<file path="config.mk">
export PLATFORM = sky130hd
export DESIGN_NAME = ads_sample_packetizer
export DESIGN_NICKNAME = d
export VERILOG_FILES = /design/src/rtl/ads_sample_packetizer.sv
export SDC_FILE = /design/constraint.sdc
export NUM_CORES = 1
export LEC_CHECK = 0
export BUFFER_PORTS_ARGS = -buffer_cell sky130_fd_sc_hd__buf_2
export CORE_ASPECT_RATIO = 1.1
export CORE_MARGIN = 1
export CORE_UTILIZATION = 45
export DETAILED_ROUTE_END_ITERATION = 16
export PLACE_DENSITY = 0.59
export REMOVE_ABC_BUFFERS = 1
export SLEW_MARGIN = 20
export SYNTH_ARGS = -nofsm -noshare
export SYNTH_HDL_FRONTEND = slang
export SYNTH_SLANG_ARGS = --single-unit
</file>
<file path="constraint.sdc">
create_clock -name clk -period 3.8 [get_ports clk]
set_clock_uncertainty 0.1 [all_clocks]
set_input_delay 0.57 -clock clk [delete_from_list [all_inputs] [get_ports clk]]
set_output_delay 0.57 -clock clk [all_outputs]
set_load 0.005 [all_outputs]
</file>
<file path="src/rtl/ads_sample_packetizer.sv">
`default_nettype none
// ============================================================================
// Module   : ads_sample_packetizer
// Purpose  : Buffers ADC conversion results and frames them into
//            checksummed byte packets for the host link.
// Revision : 1.0 - initial release
// ============================================================================
module ads_sample_packetizer #(
    parameter int         DATA_WIDTH        = 24,
    parameter int         FIFO_DEPTH        = 16,
    parameter int         SAMPLES_PER_FRAME = 8,
    parameter logic [7:0] SYNC_BYTE         = 8'hA5
) (
    input  logic                          clk,
    input  logic                          rst,
    input  logic [DATA_WIDTH-1:0]         sample_in,
    input  logic                          sample_valid,
    output logic [7:0]                    tx_data,
    output logic                          tx_valid,
    input  logic                          tx_ready,
    output logic                          tx_last,
    input  logic                          clear_overflow,
    output logic                          overflow,
    output logic [15:0]                   drop_count,
    output logic [$clog2(FIFO_DEPTH):0]   fifo_level
);

    localparam int c_BPS = DATA_WIDTH / 8;
    localparam int c_AW  = $clog2(FIFO_DEPTH);
    localparam int c_LW  = c_AW + 1;
    localparam int c_BW  = (c_BPS > 1) ? $clog2(c_BPS) : 1;
    localparam int c_SW  = (SAMPLES_PER_FRAME > 1) ? $clog2(SAMPLES_PER_FRAME) : 1;

    localparam logic [2:0] c_ST_IDLE  = 3'd0;
    localparam logic [2:0] c_ST_SYNC  = 3'd1;
    localparam logic [2:0] c_ST_SEQ   = 3'd2;
    localparam logic [2:0] c_ST_DATA  = 3'd3;
    localparam logic [2:0] c_ST_CKSUM = 3'd4;

    localparam logic [c_BW-1:0] c_LAST_BYTE   = c_BW'(c_BPS - 1);
    localparam logic [c_SW-1:0] c_LAST_SAMPLE = c_SW'(SAMPLES_PER_FRAME - 1);
    localparam logic [c_LW-1:0] c_FULL_LEVEL  = c_LW'(FIFO_DEPTH);
    localparam logic [c_LW-1:0] c_FRAME_LEVEL = c_LW'(SAMPLES_PER_FRAME);

    logic [DATA_WIDTH-1:0] r_mem [FIFO_DEPTH];
    logic [c_AW-1:0]       r_wr_ptr;
    logic [c_AW-1:0]       r_rd_ptr;
    logic [c_LW-1:0]       r_level;
    logic [2:0]            r_state;
    logic [7:0]            r_seq;
    logic [7:0]            r_cksum;
    logic [c_BW-1:0]       r_byte_idx;
    logic [c_SW-1:0]       r_samp_idx;
    logic                  r_overflow;
    logic [15:0]           r_drop_count;

    logic                  w_full;
    logic                  w_push;
    logic                  w_drop;
    logic                  w_accept;
    logic                  w_pop;
    logic [DATA_WIDTH-1:0] w_head;
    logic [7:0]            w_data_byte;

    // Fullness uses the registered level, so a same-cycle pop cannot rescue a sample.
    assign w_full   = (r_level == c_FULL_LEVEL);
    assign w_push   = sample_valid && !w_full;
    assign w_drop   = sample_valid && w_full;
    assign w_accept = tx_valid && tx_ready;
    assign w_pop    = w_accept && (r_state == c_ST_DATA) && (r_byte_idx == c_LAST_BYTE);
    assign w_head   = r_mem[r_rd_ptr];

    always_comb begin
        w_data_byte = 8'h00;
        for (int i = 0; i < c_BPS; i++) begin
            if (r_byte_idx == c_BW'(c_BPS - 1 - i)) begin
                w_data_byte = w_head[i*8 +: 8];
            end
        end
    end

    always_ff @(posedge clk) begin
        if (w_push) begin
            r_mem[r_wr_ptr] <= sample_in;
        end
    end

    always_ff @(posedge clk) begin
        if (rst) begin
            r_wr_ptr <= '0;
            r_rd_ptr <= '0;
            r_level  <= '0;
        end else begin
            if (w_push) begin
                r_wr_ptr <= r_wr_ptr + c_AW'(1);
            end
            if (w_pop) begin
                r_rd_ptr <= r_rd_ptr + c_AW'(1);
            end
            if (w_push && !w_pop) begin
                r_level <= r_level + c_LW'(1);
            end else if (w_pop && !w_push) begin
                r_level <= r_level - c_LW'(1);
            end
        end
    end

    // A drop in the same cycle as a clear restarts the count at one.
    always_ff @(posedge clk) begin
        if (rst) begin
            r_overflow   <= 1'b0;
            r_drop_count <= 16'h0000;
        end else if (w_drop) begin
            r_overflow <= 1'b1;
            if (clear_overflow) begin
                r_drop_count <= 16'h0001;
            end else if (r_drop_count != 16'hFFFF) begin
                r_drop_count <= r_drop_count + 16'h0001;
            end
        end else if (clear_overflow) begin
            r_overflow   <= 1'b0;
            r_drop_count <= 16'h0000;
        end
    end

    always_ff @(posedge clk) begin
        if (rst) begin
            r_state    <= c_ST_IDLE;
            r_seq      <= 8'h00;
            r_cksum    <= 8'h00;
            r_byte_idx <= '0;
            r_samp_idx <= '0;
        end else begin
            case (r_state)
                c_ST_IDLE: begin
                    if (r_level >= c_FRAME_LEVEL) begin
                        r_state <= c_ST_SYNC;
                        r_cksum <= 8'h00;
                    end
                end
                c_ST_SYNC: begin
                    if (w_accept) begin
                        r_state <= c_ST_SEQ;
                    end
                end
                c_ST_SEQ: begin
                    if (w_accept) begin
                        r_cksum    <= r_cksum ^ r_seq;
                        r_state    <= c_ST_DATA;
                        r_byte_idx <= '0;
                        r_samp_idx <= '0;
                    end
                end
                c_ST_DATA: begin
                    if (w_accept) begin
                        r_cksum <= r_cksum ^ w_data_byte;
                        if (r_byte_idx == c_LAST_BYTE) begin
                            r_byte_idx <= '0;
                            if (r_samp_idx == c_LAST_SAMPLE) begin
                                r_state <= c_ST_CKSUM;
                            end else begin
                                r_samp_idx <= r_samp_idx + c_SW'(1);
                            end
                        end else begin
                            r_byte_idx <= r_byte_idx + c_BW'(1);
                        end
                    end
                end
                c_ST_CKSUM: begin
                    if (w_accept) begin
                        r_seq   <= r_seq + 8'h01;
                        r_state <= c_ST_IDLE;
                    end
                end
                default: begin
                    r_state <= c_ST_IDLE;
                end
            endcase
        end
    end

    // Outputs decode purely from registered state, so they hold while stalled.
    always_comb begin
        tx_data = 8'h00;
        tx_last = 1'b0;
        case (r_state)
            c_ST_SYNC:  tx_data = SYNC_BYTE;
            c_ST_SEQ:   tx_data = r_seq;
            c_ST_DATA:  tx_data = w_data_byte;
            c_ST_CKSUM: begin
                tx_data = r_cksum;
                tx_last = 1'b1;
            end
            default:    tx_data = 8'h00;
        endcase
    end

    assign tx_valid   = (r_state != c_ST_IDLE);
    assign overflow   = r_overflow;
    assign drop_count = r_drop_count;
    assign fifo_level = r_level;

endmodule
`default_nettype wire
</file>
==> metrics.txt <==
Core Region 39,200 um^2; fraction of registers with async set or reset after synthesis 0%; IO Pins 61; Mapped Area 17,900 um^2; initial drt markers 815; Yosys warnings 0; Post-DP HPWL 26,000 um; Synth top area share 64.4%; NumNets Final between 1,000 and 1,500; Worst Reg-to-Reg Cells 14; drc violations 0; Avg Synthesized Cell Area 15.7 um^2; First-pass DRT Iterations 5; Critical Path RT 3.13 ns; DRT antenna net count 0; final hold vios 0; Final Max Tran Viols 0; r2r endpoint fifo_level[4]; proportion of layout cells with a drive suffix above 1 between 10% and 20%; initial antenna violation count 0; Yosys top cell by area edfxtp_1; Port Buf Inserts 60; drt via density ~5.8; GP Congestion 0.808; cell area after layout between 20,000 and 25,000 um^2; num rows 76; status finished, final reports clean; Layout Cells excl Fill 1,789; area of the multi-input gates a little under 5000 um^2; PD cells 511 nW/um^2; Cells after DPL around 1,700; wirelength, routed 43,800 um; final critical-path required period 3.64 ns; Setup crit start kind register; hold_sp clear_overflow; Leak ~6.6 nW; WHS 0.160 ns; CTS max path bufs 3; Max Cap Viol 0; CTS tree yes; vias in the first global route between 10,000 and 15,000; via count slightly above 10,000; pin slew with the least headroom to its limit between 0.8 and 0.9 ns; VDD IR max 0.334 mV; die extent in x 192 um; cts bufs inserted 47; Post-synth top flop edfxtp_1; Hold WC Path Type in2reg; drt wl/cell 24.5 um; kind of end point of the critical path output pin; Die Y 211 um; initial core utilization 45.7%; Hold Crit Endpoint drop_count[0]; post-synthesis sequential area ratio just over 70%; Gate Count Post-Synth between 1,000 and 1,500; Critical Path Fanout Max 12; RSZ-0062 raised after global routing false; top cells by count, synth edfxtp_1, mux2i_1, a22oi_1; Final TNS setup 0 ns; number of cells on the worst hold path 2; die area 40,600 um^2; area grow syn2layout 16.0%; R2R Path Start r_state[1]; Setup Viol. Count Final 0; n_diodes 0; CTS clock-pin slew for the worst setup and hold paths 0.06 ns; critical path arrival 2.97 ns; largest net degree at the start of global routing 49; Post-DP Area 19,200 um^2; CTS sink cnt roughly 440; Cell variety after synth 56; GR Overflow Total 0; Rel. slew slack 46.2%; FF+latch area 12,700 um^2; Crit Path Class reg2out; clock latency on the worst-skew pair 0.58 ns; flop2flop setup slack 0.68 ns; Area contributors post-synth edfxtp_1, mux2i_1, dfxtp_1, a22oi_1, mux4_2; total track usage a little over a fifth; EDFF count, synth 384; # H-tree levels 2; Layout fillers around 3,200; clk root buf clkbuf_16; Fmax 275 MHz; cts hold-fix bufs 0; Yosys reg bits around 440; first-pass GRT wire length between 60,000 and 70,000 um; fin crit share 95.8%; top-count cell post-synth edfxtp_1
## state kept, by name (all words and copies together) (netlist names), 4 cells and up, named ones only
signal / flops
r_cksum: 8
r_seq: 8
drop_count: 16
fifo_level: 5
r_wr_ptr: 4
r_rd_ptr: 4
r_mem: 384
## critical path: stages, from the launching register on
cell     delay (ns)
dfxtp_1        0.52
nor2b_1        0.32
nand2_1        0.35
or3_1          0.49
a31oi_1        0.27
nand2_1        0.08
o21ai_0        0.18
buf_2          0.20
## worst max-delay path by stage
| stage | start | end | slack, ns | depth (start not counted) |
|---|---|---|---|---|
| 6_report | r_state[1] | tx_data[4] | 0.16 | 7 |
| 2_1_floorplan | register | tx_data[5] | -2.57 | 7 |
| 3_3_place_gp | register | tx_data[6] | 0.41 | 8 |
| 3_5_place_dp | register | tx_data[6] | 0.38 | 8 |
| 5_1_grt | register | tx_data[0] | 0.009 | 7 |
| 4_1_cts | register | tx_data[2] | 0.02 | 7 |
## kinds of logic (layout without fill, tap and decap cells)
logic type | after synthesis | count (layout) | share of synthesized area (%)
multiplexers | 180 | 180 | 11.6
adder cells (fa/ha/maj) | 14 | 14 | 1.02
AO/OA/AOI/OAI | 172 | 172 | 6.60
XOR/XNOR | 35 | 35 | 1.71
flip-flops | 442 | 442 | 70.9
buffers and inverters | 69 | 211 | 2.05
AND/OR/NAND/NOR | 228 | 228 | 6.16
## layout by cell type (no fill, tap or decap), types with 18 or more instances in the layout
cell,n
edfxtp_1,384
mux2i_1,148
a22oi_1,75
buf_2,60
nor2_1,59
dfxtp_1,56
clkbuf_16,47
nand2_1,45
buf_4,42
a21oi_1,41
nand3_1,37
xor2_1,25
mux4_2,18
## metrics by stage
| step | total power, W | worst slack [ns] | utilization (%) |
|---|---|---|---|
| floorplan | 0.00589 | -2.57 | - |
| global placement | 0.00619 | 0.410 | 48.9 |
| detailed placement | 0.00620 | 0.382 | 48.9 |
| CTS | 0.0107 | 0.0234 | 52.9 |
| global route | 0.0110 | 0.00882 | 53.0 |
| finish | 0.0106 | 0.158 | 53.0 |
## repair_timing
item                                    CTS  global route
pin swaps                                 0             0
buffers inserted                          2             4
cloned                                    0             0
resized for setup                         4             1
endpoints found under the setup margin    8             3
endpoints found under the hold margin     0             0
## final cells by class
cell class / count / area share [%]
Clock inverter: 21 / 1.03
Tap cell: 507 / 3.05
Clock buffer: 67 / 6.31
Inverter: 6 / 0.108
Multi-Input combinational cell: 629 / 23.9
Sequential cell: 442 / 61.2
Timing Repair Buffer: 117 / 4.40
## metal layers
metal  vias to the layer above  track usage [%]  wire length (um)
met1                      5283             30.5             19400
met4                         0             8.06              1150
met2                       309             34.5             20700
li1                       4666                -                 -
met3                        63             3.97              2430
met5                         -                0                 0
## power breakdown
group          switching, W  leakage, nW  internal (W)
clock               0.00189        0.737       0.00262
combinational      0.000423         1.94      0.000225
sequential        0.0000596         3.94       0.00540
total               0.00237         6.61       0.00825
Power figures use the tool's default switching activity.
